`config.mk`:
```
export PLATFORM = sky130hd
export DESIGN_NAME = port_reg_arbiter
export DESIGN_NICKNAME = d
export VERILOG_FILES = /design/src/rtl/switch_pkg.sv /design/src/rtl/port_reg_arbiter_rr_pick.sv /design/src/rtl/port_reg_arbiter.sv
export SDC_FILE = /design/constraint.sdc
export NUM_CORES = 1
export LEC_CHECK = 0
export BUFFER_PORTS_ARGS = -buffer_cell sky130_fd_sc_hd__buf_2
export CAP_MARGIN = 5
export CORE_ASPECT_RATIO = 0.9
export CORE_UTILIZATION = 40
export DETAILED_ROUTE_END_ITERATION = 6
export HOLD_SLACK_MARGIN = 0.08
export PLACE_DENSITY = 0.71
export RECOVER_POWER = 25
export SYNTH_ARGS = -nofsm -noshare
export SYNTH_HDL_FRONTEND = slang
export SYNTH_SLANG_ARGS = --single-unit
```
`constraint.sdc`:
```
create_clock -name clk -period 2.3 [get_ports clk]
set_input_delay 0.69 -clock clk [delete_from_list [all_inputs] [get_ports clk]]
set_output_delay 0.69 -clock clk [all_outputs]
set_load 0.01 [all_outputs]
```
`src/rtl/switch_pkg.sv`:
```
// Shared definitions for the switch register-bus arbiter: FSM encoding,
// register address map and small helper functions.
package switch_pkg;

    // Arbiter FSM state encoding
    localparam logic [1:0] ST_IDLE    = 2'd0;
    localparam logic [1:0] ST_GRANT   = 2'd1;
    localparam logic [1:0] ST_ACK     = 2'd2;
    localparam logic [1:0] ST_RELEASE = 2'd3;

    // Per-port statistics register addresses
    localparam logic [6:0] PORT_RX_ADDR = 7'h10;
    localparam logic [6:0] PORT_TX_ADDR = 7'h11;
    localparam logic [6:0] PORT_ER_ADDR = 7'h12;

    // Next round-robin pointer: one past the last winner, wrapping at n
    function automatic int rr_next(input int gnt, input int n);
        return (gnt + 1 >= n) ? 0 : gnt + 1;
    endfunction

    // 16-bit counter increment that sticks at all-ones
    function automatic logic [15:0] sat_inc16(input logic [15:0] v);
        return (v == 16'hFFFF) ? v : v + 16'd1;
    endfunction

endpackage

```
`src/rtl/port_reg_arbiter_rr_pick.sv`:
```
// Combinational round-robin picker: first requesting index at or after ptr,
// searching upward modulo N_PORT.
module rr_pick #(
    parameter int N_PORT = 4,
    parameter int PW     = $clog2(N_PORT)
) (
    input  logic [N_PORT-1:0] req,
    input  logic [PW-1:0]     ptr,
    output logic [PW-1:0]     gnt,
    output logic              valid
);

    logic [PW-1:0] cand;

    // Scan from ptr upward; the first hit wins
    always_comb begin
        gnt   = '0;
        valid = 1'b0;
        cand  = '0;
        for (int i = 0; i < N_PORT; i++) begin
            cand = PW'((int'(ptr) + i) % N_PORT);
            if (!valid && req[cand]) begin
                valid = 1'b1;
                gnt   = cand;
            end
        end
    end

endmodule

```
`src/rtl/port_reg_arbiter.sv`:
```
// Round-robin arbiter sharing one register write bus between N MAC ports.
// One transfer in flight; a watchdog aborts transfers that are never acked.
module port_reg_arbiter
    import switch_pkg::*;
#(
    parameter int N_PORT  = 4,
    parameter int AW      = 7,
    parameter int DW      = 16,
    parameter int TIMEOUT = 255
) (
    input  logic                 clk,
    input  logic                 rstn_sys,
    input  logic [N_PORT-1:0]    port_req,
    input  logic [N_PORT*AW-1:0] port_addr,
    input  logic [N_PORT*DW-1:0] port_din,
    output logic [N_PORT-1:0]    port_ack,
    output logic                 m_req,
    output logic [AW-1:0]        m_addr,
    output logic [DW-1:0]        m_din,
    input  logic                 m_ack,
    output logic                 err_pulse,
    output logic [15:0]          err_cnt
);

    localparam int PW = $clog2(N_PORT);

    logic [1:0]        state_q, state_d;
    logic [PW-1:0]     rr_ptr_q, rr_ptr_d;
    logic [PW-1:0]     gnt_q, gnt_d;
    logic              m_req_q, m_req_d;
    logic [AW-1:0]     m_addr_q, m_addr_d;
    logic [DW-1:0]     m_din_q, m_din_d;
    logic [N_PORT-1:0] port_ack_q, port_ack_d;
    logic              err_pulse_q, err_pulse_d;
    logic [15:0]       err_cnt_q, err_cnt_d;
    logic [15:0]       wdog_q, wdog_d;

    logic [PW-1:0]     pick_idx;
    logic              pick_vld;

    rr_pick #(
        .N_PORT (N_PORT),
        .PW     (PW)
    ) u_rr_pick (
        .req   (port_req),
        .ptr   (rr_ptr_q),
        .gnt   (pick_idx),
        .valid (pick_vld)
    );

    // Next-state logic: grant, wait for ack or watchdog, ack requester, dead cycle
    always_comb begin
        state_d     = state_q;
        rr_ptr_d    = rr_ptr_q;
        gnt_d       = gnt_q;
        m_req_d     = m_req_q;
        m_addr_d    = m_addr_q;
        m_din_d     = m_din_q;
        port_ack_d  = '0;
        err_pulse_d = 1'b0;
        err_cnt_d   = err_cnt_q;
        wdog_d      = wdog_q;
        case (state_q)
            ST_IDLE: begin
                if (pick_vld) begin
                    gnt_d    = pick_idx;
                    m_addr_d = port_addr[int'(pick_idx)*AW +: AW];
                    m_din_d  = port_din[int'(pick_idx)*DW +: DW];
                    m_req_d  = 1'b1;
                    wdog_d   = '0;
                    state_d  = ST_GRANT;
                end
            end
            ST_GRANT: begin
                // An ack arriving on the timeout cycle still counts as success
                if (m_ack) begin
                    m_req_d           = 1'b0;
                    port_ack_d[gnt_q] = 1'b1;
                    state_d           = ST_ACK;
                end else if (wdog_q == 16'(TIMEOUT - 1)) begin
                    m_req_d           = 1'b0;
                    port_ack_d[gnt_q] = 1'b1;
                    err_pulse_d       = 1'b1;
                    err_cnt_d         = sat_inc16(err_cnt_q);
                    wdog_d            = wdog_q + 16'd1;
                    state_d           = ST_ACK;
                end else begin
                    wdog_d = wdog_q + 16'd1;
                end
            end
            ST_ACK: begin
                rr_ptr_d = PW'(rr_next(int'(gnt_q), N_PORT));
                state_d  = ST_RELEASE;
            end
            ST_RELEASE: begin
                wdog_d  = '0;
                state_d = ST_IDLE;
            end
            default: state_d = ST_IDLE;
        endcase
    end

    // State and output registers with synchronous active-low reset
    always_ff @(posedge clk) begin
        if (!rstn_sys) begin
            state_q     <= ST_IDLE;
            rr_ptr_q    <= '0;
            gnt_q       <= '0;
            m_req_q     <= 1'b0;
            m_addr_q    <= '0;
            m_din_q     <= '0;
            port_ack_q  <= '0;
            err_pulse_q <= 1'b0;
            err_cnt_q   <= '0;
            wdog_q      <= '0;
        end else begin
            state_q     <= state_d;
            rr_ptr_q    <= rr_ptr_d;
            gnt_q       <= gnt_d;
            m_req_q     <= m_req_d;
            m_addr_q    <= m_addr_d;
            m_din_q     <= m_din_d;
            port_ack_q  <= port_ack_d;
            err_pulse_q <= err_pulse_d;
            err_cnt_q   <= err_cnt_d;
            wdog_q      <= wdog_d;
        end
    end

    assign port_ack  = port_ack_q;
    assign m_req     = m_req_q;
    assign m_addr    = m_addr_q;
    assign m_din     = m_din_q;
    assign err_pulse = err_pulse_q;
    assign err_cnt   = err_cnt_q;

endmodule

```
==> results.md <==
- Run status: complete, no violations
- Antenna violations before repair: 0
- Vertical extent of the die: 91.8 um
- Post-Place Setup Slack: -0.0380 ns
- Num CTS Buffers: 9
- Drt wl/cell: between 10 and 15 um
- Number of buffers inserted by port buffering: roughly 140
- Static leakage power: roughly 1.9 nW
- Area share of the leading cell type in the synthesized netlist: between 30% and 40%
- Layout area overhead: 32.1%
- Pin count of the biggest net entering global routing: 34
- Most used flip-flop cell after synthesis: sky130_fd_sc_hd__dfxtp_1
- # Post-CTS Setup Buffers: 0
- Area inside the core boundary: just under 9000 um2
- Top Ports: about 140
- Crit Path Max Fanout: 26
- Number of vias per cell: roughly 5.3
- Die Span X: just over 100 um
- Finished Core Util: around 55%
- Clock skew after layout: ~0.0088 ns
- Nets: about 660
- Headroom to the max-slew limit: 69.5%
- Remaining design rule violation count: 0
- Maximum level of the CTS H-tree: 3
- Initial cell density of the core: between 40 and 50%
- Hold_sp: m_din[2]$_SDFFE_PN0P_
- Final hold violation count: 0
- First-iteration detailed-routing DRC count: between 100 and 150
- Endpoint kind of the worst setup timing path: flip-flop
- Largest vdd supply drop: about 0.00045 V
- Critical R2R Launch: wdog_q[1]$_SDFFE_PN0P_
- Share of the clock period used by the worst path: 94.1%
- Synth area leader: sky130_fd_sc_hd__dfxtp_1
- All-Layer GR Usage: between 20% and 30%
- Root Buffer: sky130_fd_sc_hd__clkbuf_8
- Worst-path clk slew: approximately 0.07 ns
- Placed cell count: approximately 660
- Tot Pwr: about 0.0038 W
- Asr flop ratio synth: 0%
- Data arrival at the endpoint of the critical path: ~2.4 ns
- Global-route wire length before repair: approximately 15 mm
- Launching element type of the critical path: flip-flop
- Post-Syn Area per Cell: roughly 9 um2
- Area of the mapped netlist: around 3600 um2
- End of the worst register-to-register path: err_cnt[3]$_SDFFE_PN0P_
- CTS hold repair buffers: 0
- Iteration count of the initial detailed-routing pass: 4
- Count of final max-slew check failures: 0
- Final non-filler cell total: roughly 670
- Synth cell types: 40
- DP Wirelength: roughly 7.2 mm
- Count of flip-flops with a built-in enable after synthesis: 0
- Post-Syn Instances: a little under 400
- Latest clock arrival within the worst-skew pair: around 0.34 ns
- Highest clock frequency the design can meet: approximately 0.46 GHz
- Worst setup slack for register-to-register paths: 0.14 ns
- Setup repair after global routing missed its margin: false
- Endpoints failing setup: 0
- Share of the yosys chip area belonging to registers: 37.4%
- Final Critical Period: roughly 2.2 ns
- Diode count: 0
- Clock tree from TritonCTS: yes
- Worst min-delay path endpoint: m_din[2]$_SDFFE_PN0P_
- TritonCTS sink count: 67
- DR vias: 3,563
- Type of the tightest min-delay check: reg -> reg
- Residual overflow from global routing: 0
- Power per unit of standard cell area: around 800 nW/um2
- Share of post-route cells with drive strength above 1: between 20% and 30%
- Placer Congestion: about 0.82
- Total of cells resized after clock tree synthesis: 0
- Final setup slack of the worst path: between 0.1 and 0.15 ns
- Actual transition at the worst max-transition pin: between 0.4 and 0.5 ns
- Crit path kind: reg -> reg
- Num rows: 32
- Routed WL: about 9.5 mm
- Overall die area: ~9300 um2
- Maximum clock insertion buffer count: 2
- FF+latch count, synth: 67
- List of most frequent post-synthesis cells: sky130_fd_sc_hd__dfxtp_1 (67), sky130_fd_sc_hd__mux2i_1 (58), sky130_fd_sc_hd__nand2_1 (33)
- Fin Hold WS: roughly 0.47 ns
- Number of antenna-violating nets in the routed design: 0
- Number of violations of the max-capacitance limit: 0
- Crit path required time: about 2.6 ns
- Largest cells by area after synthesis: sky130_fd_sc_hd__dfxtp_1 (37%), sky130_fd_sc_hd__mux2i_1 (16%), sky130_fd_sc_hd__o221ai_1 (5.6%), sky130_fd_sc_hd__ha_1 (4.2%), sky130_fd_sc_hd__nand2_1 (3.5%)
- Most frequently used cell type in the post-synthesis netlist: sky130_fd_sc_hd__dfxtp_1
- Yosys warnings: 0
- Number of global-route vias before repair: about 3,400
- Cell count of the worst hold path: 2
- Post-synth net total: around 500
- Worst-case reg-to-reg path depth: 7
[registers in the layout, indices dropped and copies added, names as in the netlist]
name / flops
err_cnt: 16
err_pulse: 1
m_din: 16
gnt_q: 2
m_addr: 7
port_ack: 4
wdog_q: 16
state_q: 2
rr_ptr_q: 2
m_req: 1
[stage by stage]
stage                     TNS (ns)  cell area (um2)
after global placement    -0.00433             4570
after floorplan                  0             3580
after detailed placement    -0.169             4570
final                            0             4730
after CTS                        0             4760
after global routing             0             4730
[worst max-delay path: stages, from the launching register on]
cell and delay [ns]:
sky130_fd_sc_hd__dfxtp_1 0.38, sky130_fd_sc_hd__ha_1 0.19, sky130_fd_sc_hd__nor4b_2 0.23, sky130_fd_sc_hd__and4_1 0.26
sky130_fd_sc_hd__nand3_1 0.10, sky130_fd_sc_hd__buf_4 0.23, sky130_fd_sc_hd__or4_1 0.52, sky130_fd_sc_hd__a21oi_1 0.17
[final cells by class]
type	instances	area, um2
flip-flops and latches	67	1340
clock buffers	13	159
multi-input cells	296	2120
repair buffers	162	876
fillers	838	3910
inverters	14	52.6
clock inverters	2	35.0
well taps	119	149
[cell usage in the layout, fill, tap and decap left out, drive strengths merged, types with 9 or more instances in the layout]
cell / count
nor2: 25
or3: 9
clkbuf: 39
dfxtp: 67
nand2: 33
ha: 12
nand3: 22
a21oi: 19
inv: 13
or4: 10
buf: 136
o21ai: 10
o31ai: 9
mux2i: 58
o221ai: 23
[metal layers]
metal | vias to the layer above | track usage [%] | routed length (um)
li1 | 1790 | - | -
met5 | - | 0 | 0
met1 | 1628 | 23.7 | 4090
met3 | 24 | 6.55 | 471
met2 | 121 | 35.2 | 4680
met4 | 0 | 8.82 | 238
[report_power, final]
| part | internal (W) | switching [W] | leakage [nW] |
|---|---|---|---|
| clock network | 0.000554 | 0.000428 | 0.0995 |
| logic | 0.000591 | 0.000742 | 1.30 |
| registers | 0.00135 | 0.000120 | 0.546 |
| total | 0.00250 | 0.00129 | 1.94 |
[worst max-delay path by stage]
stage	startpoint	end	slack, ns
floorplan	port_req[1]	m_din[6]$_SDFFE_PN0P_	0.08
global placement	port_req[1]	wdog_q[0]$_SDFFE_PN0P_	-0.004
detailed placement	port_req[1]	wdog_q[0]$_SDFFE_PN0P_	-0.04
CTS	wdog_q[0]$_SDFFE_PN0P_	err_cnt[3]$_SDFFE_PN0P_	0.05
global route	wdog_q[0]$_SDFFE_PN0P_	err_cnt[4]$_SDFFE_PN0P_	0.007
finish	wdog_q[1]$_SDFFE_PN0P_	err_cnt[3]$_SDFFE_PN0P_	0.14
[cells by family after synthesis]
| logic type | count (synthesis) | share of synthesized area, % |
|---|---|---|
| compound gates | 72 | 14.6 |
| xor+xnor | 10 | 2.44 |
| fa+ha+maj | 12 | 4.19 |
| buf+inv | 34 | 3.87 |
| flops | 67 | 37.4 |
| mux | 59 | 16.5 |
| simple gates | 143 | 21.0 |
No activity file was read; power rests on OpenSTA's default activity.
